==> src/rtl/xt_lb_bridge_pkg.sv <==
// Shared types for the high-speed to low-speed bus bridge: host request,
// selects, low-speed strobe bundle, bridge FSM states and write-buffer entry.
package XT_BUS;

   localparam int          LB_ADDR_WIDTH    = 16;
   localparam logic [31:0] LB_TIMEOUT_RDATA = 32'hFFFF_FFFF;

   typedef struct packed {
      logic [31:0] raddr;
      logic [31:0] waddr;
      logic [31:0] wdata;
      logic [1:0]  write_width;
   } hb_slave_t;

   typedef struct packed {
      logic ren;
      logic wen;
   } sel_t;

   typedef struct packed {
      logic                     ren;
      logic                     wen;
      logic [LB_ADDR_WIDTH-1:0] addr;
      logic [31:0]              wdata;
      logic [1:0]               write_width;
   } lb_slave_t;

   typedef enum logic [1:0] {
      LB_IDLE  = 2'd0,
      LB_WRITE = 2'd1,
      LB_READ  = 2'd2
   } lb_bridge_state_e;

   typedef struct packed {
      logic [LB_ADDR_WIDTH-1:0] addr;
      logic [31:0]              wdata;
      logic [1:0]               write_width;
   } wbuf_entry_t;

   localparam int WBUF_W = $bits(wbuf_entry_t);

endpackage

==> src/rtl/xt_sync_fifo.sv <==
// Single-clock FIFO with show-ahead read data; DEPTH must be a power of two so
// the pointers wrap by natural overflow.
module xt_sync_fifo #(
   parameter int WIDTH = 8,
   parameter int DEPTH = 4
) (
   input  logic             clk_i,
   input  logic             rst_ni,
   input  logic             push_i,
   input  logic [WIDTH-1:0] data_i,
   input  logic             pop_i,
   output logic [WIDTH-1:0] data_o,
   output logic             full_o,
   output logic             empty_o
);

   localparam int AW = (DEPTH > 1) ? $clog2(DEPTH) : 1;

   logic [WIDTH-1:0] mem_q [DEPTH];
   logic [AW-1:0]    wptr_q, wptr_d;
   logic [AW-1:0]    rptr_q, rptr_d;
   logic [AW:0]      count_q, count_d;
   logic             do_push;
   logic             do_pop;

   assign full_o  = (count_q == (AW+1)'(DEPTH));
   assign empty_o = (count_q == '0);
   assign data_o  = mem_q[rptr_q];

   // A full FIFO still accepts a push when a pop frees the slot in the same cycle.
   assign do_pop  = pop_i && !empty_o;
   assign do_push = push_i && (!full_o || do_pop);

   always_comb begin
      wptr_d  = wptr_q;
      rptr_d  = rptr_q;
      count_d = count_q;
      if (do_push) begin
         wptr_d = wptr_q + AW'(1);
      end
      if (do_pop) begin
         rptr_d = rptr_q + AW'(1);
      end
      if (do_push && !do_pop) begin
         count_d = count_q + (AW+1)'(1);
      end else if (do_pop && !do_push) begin
         count_d = count_q - (AW+1)'(1);
      end
   end

   always_ff @(posedge clk_i or negedge rst_ni) begin
      if (!rst_ni) begin
         wptr_q  <= '0;
         rptr_q  <= '0;
         count_q <= '0;
      end else begin
         wptr_q  <= wptr_d;
         rptr_q  <= rptr_d;
         count_q <= count_d;
      end
   end

   always_ff @(posedge clk_i) begin
      if (do_push) begin
         mem_q[wptr_q] <= data_i;
      end
   end

endmodule

==> src/rtl/xt_lb_bridge.sv <==
// Bridges single-cycle host requests onto a slow strobe bus: writes are posted
// through a small buffer, reads stall the host until the slave answers or times out.
module xt_lb_bridge
   import XT_BUS::*;
#(
   parameter int SLAVE_NUM     = 4,
   parameter int WBUF_DEPTH    = 4,
   parameter int LB_DIV        = 2,
   parameter int TIMEOUT_TICKS = 15
) (
   input  logic                    hb_clk,
   input  logic                    rst_n,
   input  hb_slave_t               xt_hb,
   input  sel_t                    sel,
   output logic [31:0]             rdata,
   output logic                    wait_finish,
   input  logic [32*SLAVE_NUM-1:0] lb_data_in,
   input  logic [SLAVE_NUM-1:0]    lb_ready_in,
   output lb_slave_t               bus,
   output logic                    lb_err,
   input  logic                    err_clr
);

   localparam int CW = (LB_DIV > 1) ? $clog2(LB_DIV) : 1;
   localparam int TW = (TIMEOUT_TICKS > 0) ? $clog2(TIMEOUT_TICKS + 1) : 1;
   localparam logic [CW-1:0] DIV_LAST = CW'(LB_DIV - 1);
   localparam logic [TW-1:0] TMO_LAST = TW'(TIMEOUT_TICKS);

   lb_bridge_state_e         state_q, state_d;
   logic [CW-1:0]            cnt_q, cnt_d;
   logic [TW-1:0]            tmo_q, tmo_d;
   lb_slave_t                bus_q, bus_d;
   logic [31:0]              rdata_q, rd_val;
   logic                     lb_err_q, lb_err_d;
   logic                     rd_pending_q, rd_pending_d;
   logic [LB_ADDR_WIDTH-1:0] rd_addr_q, rd_addr_d;
   logic                     wr_taken_q, wr_taken_d;

   logic                     tick;
   logic                     push, pop, full, empty;
   logic                     rd_done, timeout, ready_any;
   logic [31:0]              data_or;
   wbuf_entry_t              push_entry, pop_entry;
   logic                     unused_hb_bits;

   assign unused_hb_bits = ^{xt_hb.raddr[31:LB_ADDR_WIDTH], xt_hb.waddr[31:LB_ADDR_WIDTH]};

   assign tick      = (cnt_q == DIV_LAST);
   assign cnt_d     = tick ? '0 : cnt_q + CW'(1);
   assign ready_any = |lb_ready_in;

   always_comb begin
      data_or = '0;
      for (int i = 0; i < SLAVE_NUM; i++) begin
         data_or = data_or | lb_data_in[32*i +: 32];
      end
   end

   assign push_entry = {xt_hb.waddr[LB_ADDR_WIDTH-1:0], xt_hb.wdata, xt_hb.write_width};

   xt_sync_fifo #(
      .WIDTH (WBUF_W),
      .DEPTH (WBUF_DEPTH)
   ) u_wbuf (
      .clk_i   (hb_clk),
      .rst_ni  (rst_n),
      .push_i  (push),
      .data_i  (push_entry),
      .pop_i   (pop),
      .data_o  (pop_entry),
      .full_o  (full),
      .empty_o (empty)
   );

   // Low-speed side: every state change is gated by tick; buffered writes win over reads.
   always_comb begin
      state_d = state_q;
      tmo_d   = tmo_q;
      bus_d   = bus_q;
      pop     = 1'b0;
      rd_done = 1'b0;
      timeout = 1'b0;
      rd_val  = rdata_q;
      if (tick) begin
         case (state_q)
            LB_IDLE: begin
               if (!empty) begin
                  pop               = 1'b1;
                  bus_d.wen         = 1'b1;
                  bus_d.ren         = 1'b0;
                  bus_d.addr        = pop_entry.addr;
                  bus_d.wdata       = pop_entry.wdata;
                  bus_d.write_width = pop_entry.write_width;
                  tmo_d             = '0;
                  state_d           = LB_WRITE;
               end else if (rd_pending_q) begin
                  bus_d.ren  = 1'b1;
                  bus_d.wen  = 1'b0;
                  bus_d.addr = rd_addr_q;
                  tmo_d      = '0;
                  state_d    = LB_READ;
               end
            end
            LB_WRITE, LB_READ: begin
               if (ready_any || (TIMEOUT_TICKS == 0)) begin
                  bus_d.ren = 1'b0;
                  bus_d.wen = 1'b0;
                  state_d   = LB_IDLE;
                  if (state_q == LB_READ) begin
                     rd_done = 1'b1;
                     rd_val  = data_or;
                  end
               end else if ((tmo_q + TW'(1)) == TMO_LAST) begin
                  bus_d.ren = 1'b0;
                  bus_d.wen = 1'b0;
                  state_d   = LB_IDLE;
                  timeout   = 1'b1;
                  if (state_q == LB_READ) begin
                     rd_done = 1'b1;
                     rd_val  = LB_TIMEOUT_RDATA;
                  end
               end else begin
                  tmo_d = tmo_q + TW'(1);
               end
            end
            default: state_d = LB_IDLE;
         endcase
      end
   end

   // Host side: wr_taken stops a write held across a stalled read from being pushed twice.
   always_comb begin
      wait_finish  = !((sel.wen && full && !wr_taken_q) || (sel.ren && !rd_done));
      push         = sel.wen && !full && !wr_taken_q;
      wr_taken_d   = wr_taken_q;
      rd_pending_d = rd_pending_q;
      rd_addr_d    = rd_addr_q;
      if (wait_finish) begin
         wr_taken_d = 1'b0;
      end else if (push) begin
         wr_taken_d = 1'b1;
      end
      if (rd_done) begin
         rd_pending_d = 1'b0;
      end else if (sel.ren && !rd_pending_q) begin
         rd_pending_d = 1'b1;
         rd_addr_d    = xt_hb.raddr[LB_ADDR_WIDTH-1:0];
      end
      if (timeout) begin
         lb_err_d = 1'b1;
      end else if (err_clr) begin
         lb_err_d = 1'b0;
      end else begin
         lb_err_d = lb_err_q;
      end
   end

   always_ff @(posedge hb_clk or negedge rst_n) begin
      if (!rst_n) begin
         state_q      <= LB_IDLE;
         cnt_q        <= '0;
         tmo_q        <= '0;
         bus_q        <= '0;
         rdata_q      <= '0;
         lb_err_q     <= 1'b0;
         rd_pending_q <= 1'b0;
         rd_addr_q    <= '0;
         wr_taken_q   <= 1'b0;
      end else begin
         state_q      <= state_d;
         cnt_q        <= cnt_d;
         tmo_q        <= tmo_d;
         bus_q        <= bus_d;
         rdata_q      <= rd_val;
         lb_err_q     <= lb_err_d;
         rd_pending_q <= rd_pending_d;
         rd_addr_q    <= rd_addr_d;
         wr_taken_q   <= wr_taken_d;
      end
   end

   assign rdata  = rd_val;
   assign bus    = bus_q;
   assign lb_err = lb_err_q;

endmodule
==> config.mk <==
export PLATFORM = sky130hd
export DESIGN_NAME = xt_lb_bridge
export DESIGN_NICKNAME = d
export VERILOG_FILES = /design/src/rtl/xt_lb_bridge_pkg.sv /design/src/rtl/xt_sync_fifo.sv /design/src/rtl/xt_lb_bridge.sv
export SDC_FILE = /design/constraint.sdc
export NUM_CORES = 1
export LEC_CHECK = 0
export CORE_MARGIN = 5
export CORE_UTILIZATION = 45
export CTS_BUF_LIST = sky130_fd_sc_hd__clkbuf_2
export DETAILED_ROUTE_END_ITERATION = 6
export PLACE_DENSITY = 0.78
export SYNTH_ARGS = -nofsm -noshare
export SYNTH_HDL_FRONTEND = slang
export SYNTH_SLANG_ARGS = --single-unit
==> constraint.sdc <==
create_clock -name hb_clk -period 2.55 [get_ports hb_clk]
set_clock_uncertainty 0.2 [all_clocks]
set_input_delay 0.255 -clock hb_clk [delete_from_list [all_inputs] [get_ports hb_clk]]
set_output_delay 0.255 -clock hb_clk [all_outputs]
set_load 0.02 [all_outputs]
==> flow_summary.ini, run 1 <==
[cts]
cts_tree = yes
insertion_delay_ns = 0.85
cts.clk_slew.worst_paths_ns = 0.09
cts-buffers-inserted = 80
cts_root_buf = clkbuf_2
htreeDepth = 3
cts.sinks = 317
clockBufferDepth = 3

[synthesis]
synth_top_flop_cell = edfxtp_1
async_flop_share = 0.369
synth_cells = 663
seq_area_frac_synth = 0.728
synth_cell_types = 48
syn_avg_cell_area_um2 = 18.5
synth_edf_count = 200
syn_area_um2 = 12300
ys_seq_elements = 317
synth_fp_nets = 908
ys.warnings.count = 0

[route]
first_pass_iters = 5
drt-total-wl_um = 36700
drc = 0
routed_via_density = 5.21
ant_nets = 0
vias = 8525
drt_iter0_markers = 471
wl_per_cell_um = 22.4

[sta]
timing.final.crit_share = 1.24
relSlewSlack = 0.405
hold_violations = 0
maxSlewViolCount = 0
rsz0062_at_grt = true
setup_viol = 34
tightest_slew_ns = 0.884
max_freq_mhz = 316
fin_crit_ns = 3.17
fin_ws_ns = -0.616

[worst_setup_path]
cp.depth = 9
cp-endpoint = rdata[8]
cp-start-kind = register
crit_buf_inv = 4
slowest_stage = dfrtp_1
max_stage_delay_ns = 0.42
cp.required_ns = 2.10
crit_arrival_ns = 2.71
crit_path_start = tmo_q[0]
worstPathMaxFanout = 7
crit_family = buffers and inverters
r2r_end = rdata_q[8]
worstSetupPathType = reg2out
crit_chain = inv_1, ha_2, nand4b_1, and2_4, a21oi_4, buf_4, buf_12, a2bb2oi_4, buf_6
critPathCaptureType = output pin
rr_startpoint = tmo_q[0]
reg2reg_slack_ns = -0.04
reg2reg_depth = 9

[place]
dpl.hpwl_um = 21600
gp_congestion = 0.758
preCtsSetupSlack_ns = -0.523
postPlaceCellArea_um2 = 16100
io_buffers = 288

[power_and_ir_drop]
pwr_density_cell_nw_per_um2 = 972
irDropWorstVdd_mv = 0.701
p_leak_nw = 7.26

[layout]
design_area_um2 = 19200
final_common_cell = clkdlybuf4s50_1
area_growth_pct = 56.5
most-common-layout-cells = 254 x clkdlybuf4s50_1, 200 x edfxtp_1, 115 x dfrtp_1, 112 x dlygate4sd3_1, 108 x clkbuf_2
drive_gt1_frac = 0.314
final_nets = 1469

[global_route]
gr-usage-met2 = 0.415
gr-total-overflow = 0
grt.total_usage = 0.235
antenna_found_initial = 5
grt_pass1_vias = 9657
grt_busiest_layer = met2
grt_max_degree = 57
grt_pass1_wl_um = 55300
use_met3 = 0.0723
grt_use_met1 = 0.257

[floorplanning]
core_um2 = 26900
die_w_um = 175
ios = 321
dieHeight_um = 175
row_count = 60
dieArea_um2 = 30700
initial_utilization = 0.457

[run_status]
violations = negative setup slack
status = finished with violations

[min_path]
hp-class = in2reg

[run]
max_cap_violations = 0
-- worst min-delay path by stage --
stage / start / endpoint / slack, ns / cells past startpoint
detailed placement: rst_n / bus[20] / 0.09 / 1
CTS: lb_data_in[21] / rdata_q[21] / -0.07 / 3
finish: lb_data_in[21] / rdata_q[21] / 0.04 / 3
global placement: rst_n / bus[20] / 0.08 / 1
floorplan: rst_n / bus[0] / -0.24 / 0
global route: lb_data_in[85] / rdata_q[21] / -0.04 / 3
-- report_power, final --
part           total, mW  internal, mW  switching (mW)
Combinational       7.69          4.18            3.51
Sequential          7.49          6.81           0.683
Clock               3.49          1.40            2.09
Total               18.7          12.4            6.28
-- routing by layer --
layer | vias up | share of wire
met3 | 116 | 0.083
met5 | - | 0.00035
met4 | 2 | 0.046
met1 | 4171 | 0.35
li1 | 3846 | -
met2 | 390 | 0.52
-- worst min-delay path: stages --
cell	delay [ns]
clkdlybuf4s50_1	0.45
nor4_1	0.09
a2bb2oi_4	0.17
-- state kept, by name, summed over array words and instances, names as in the netlist --
signal	flops
u_wbuf.mem_q	200
u_wbuf.rptr_q	2
tmo_q	4
state_q	2
bus	52
rd_addr_q	16
rdata_q	32
wr_taken_q	1
u_wbuf.count_q	3
cnt_q	1
u_wbuf.wptr_q	2
rd_pending_q	1
lb_err	1
-- through the flow --
step	std cells	utilization	setup TNS (ns)	power, mW	hold slack [ns]
after global placement	1320	0.599	-14.07	14.1	0.0810
after detailed placement	1320	0.599	-16.14	14.3	0.0937
final	1637	0.715	-19.39	18.7	0.0428
after floorplan	663	-	0	11.3	-0.241
after CTS	1629	0.708	-21.19	18.6	-0.0674
after global routing	1637	0.715	-24.36	19.8	-0.0435
-- area by class of cell --
| class | count | area [µm²] |
|---|---|---|
| clock inverter | 42 | 239 |
| multi-input combinational | 304 | 3790 |
| sequential | 317 | 8940 |
| timing repair buffer | 508 | 5220 |
| antenna | 4 | 10.0 |
| fill | 1706 | 7670 |
| inverter | 13 | 48.8 |
| clock buffer | 108 | 541 |
| tap | 341 | 427 |
-- timing repair --
action | 4_1_cts | 5_1_grt
pin swaps | 8 | 3
hold buffers | 126 | 1
cloned | 3 | 0
endpoints found under the setup margin | 36 | 56
buffers inserted | 30 | 6
endpoints found under the hold margin | 364 | 4
gates resized for setup | 252 | 33
-- synth_stat cells, types with 2 or more instances --
| master | n | area, µm² |
|---|---|---|
| xnor2_1 | 3 | 26.3 |
| xor2_1 | 3 | 26.3 |
| nand3_1 | 4 | 20.0 |
| nor3_1 | 2 | 10.0 |
| mux2_2 | 52 | 586 |
| ha_1 | 9 | 113 |
| a21oi_1 | 4 | 20.0 |
| buf_2 | 8 | 40.0 |
| edfxtp_1 | 200 | 6010 |
| o211ai_1 | 3 | 22.5 |
| o2bb2ai_1 | 2 | 17.5 |
| dfrtp_1 | 117 | 2930 |
| o21ai_0 | 17 | 85.1 |
| mux2i_1 | 16 | 160 |
| nand2_1 | 24 | 90.1 |
| or3_1 | 2 | 12.5 |
| buf_1 | 3 | 11.3 |
| a21o_1 | 2 | 15.0 |
| and2_1 | 6 | 37.5 |
| nand3b_1 | 2 | 15.0 |
| nor2b_1 | 3 | 18.8 |
| a2bb2oi_1 | 33 | 289 |
| nor4_1 | 33 | 206 |
| nand4_1 | 3 | 18.8 |
| clkbuf_1 | 17 | 63.8 |
| nor2_1 | 11 | 41.3 |
| mux4_2 | 50 | 1130 |
| a21oi_2 | 2 | 17.5 |
| inv_1 | 13 | 48.8 |
-- kinds of logic (layout without fill, tap and decap cells) --
| logic type | count (synthesis) | count (layout) | share of synthesized area |
|---|---|---|---|
| flip-flops | 317 | 317 | 0.728 |
| multiplexers | 118 | 118 | 0.153 |
| AND/OR/NAND/NOR | 95 | 96 | 0.0427 |
| AO/OA/AOI/OAI | 74 | 74 | 0.0469 |
| buffers and inverters | 43 | 671 | 0.0149 |
| adder cells (fa/ha/maj) | 10 | 10 | 0.0108 |
| XOR/XNOR | 6 | 6 | 0.00428 |
| other | 0 | 4 | 0 |
Power figures use the tool's default switching activity.
==> run 2, diff against run 1 <==
- GPL_TIMING_DRIVEN: default -> 1
==> results of run 2 <==
Same layout as run 1: the final DEF is identical, and so are final timing and power.
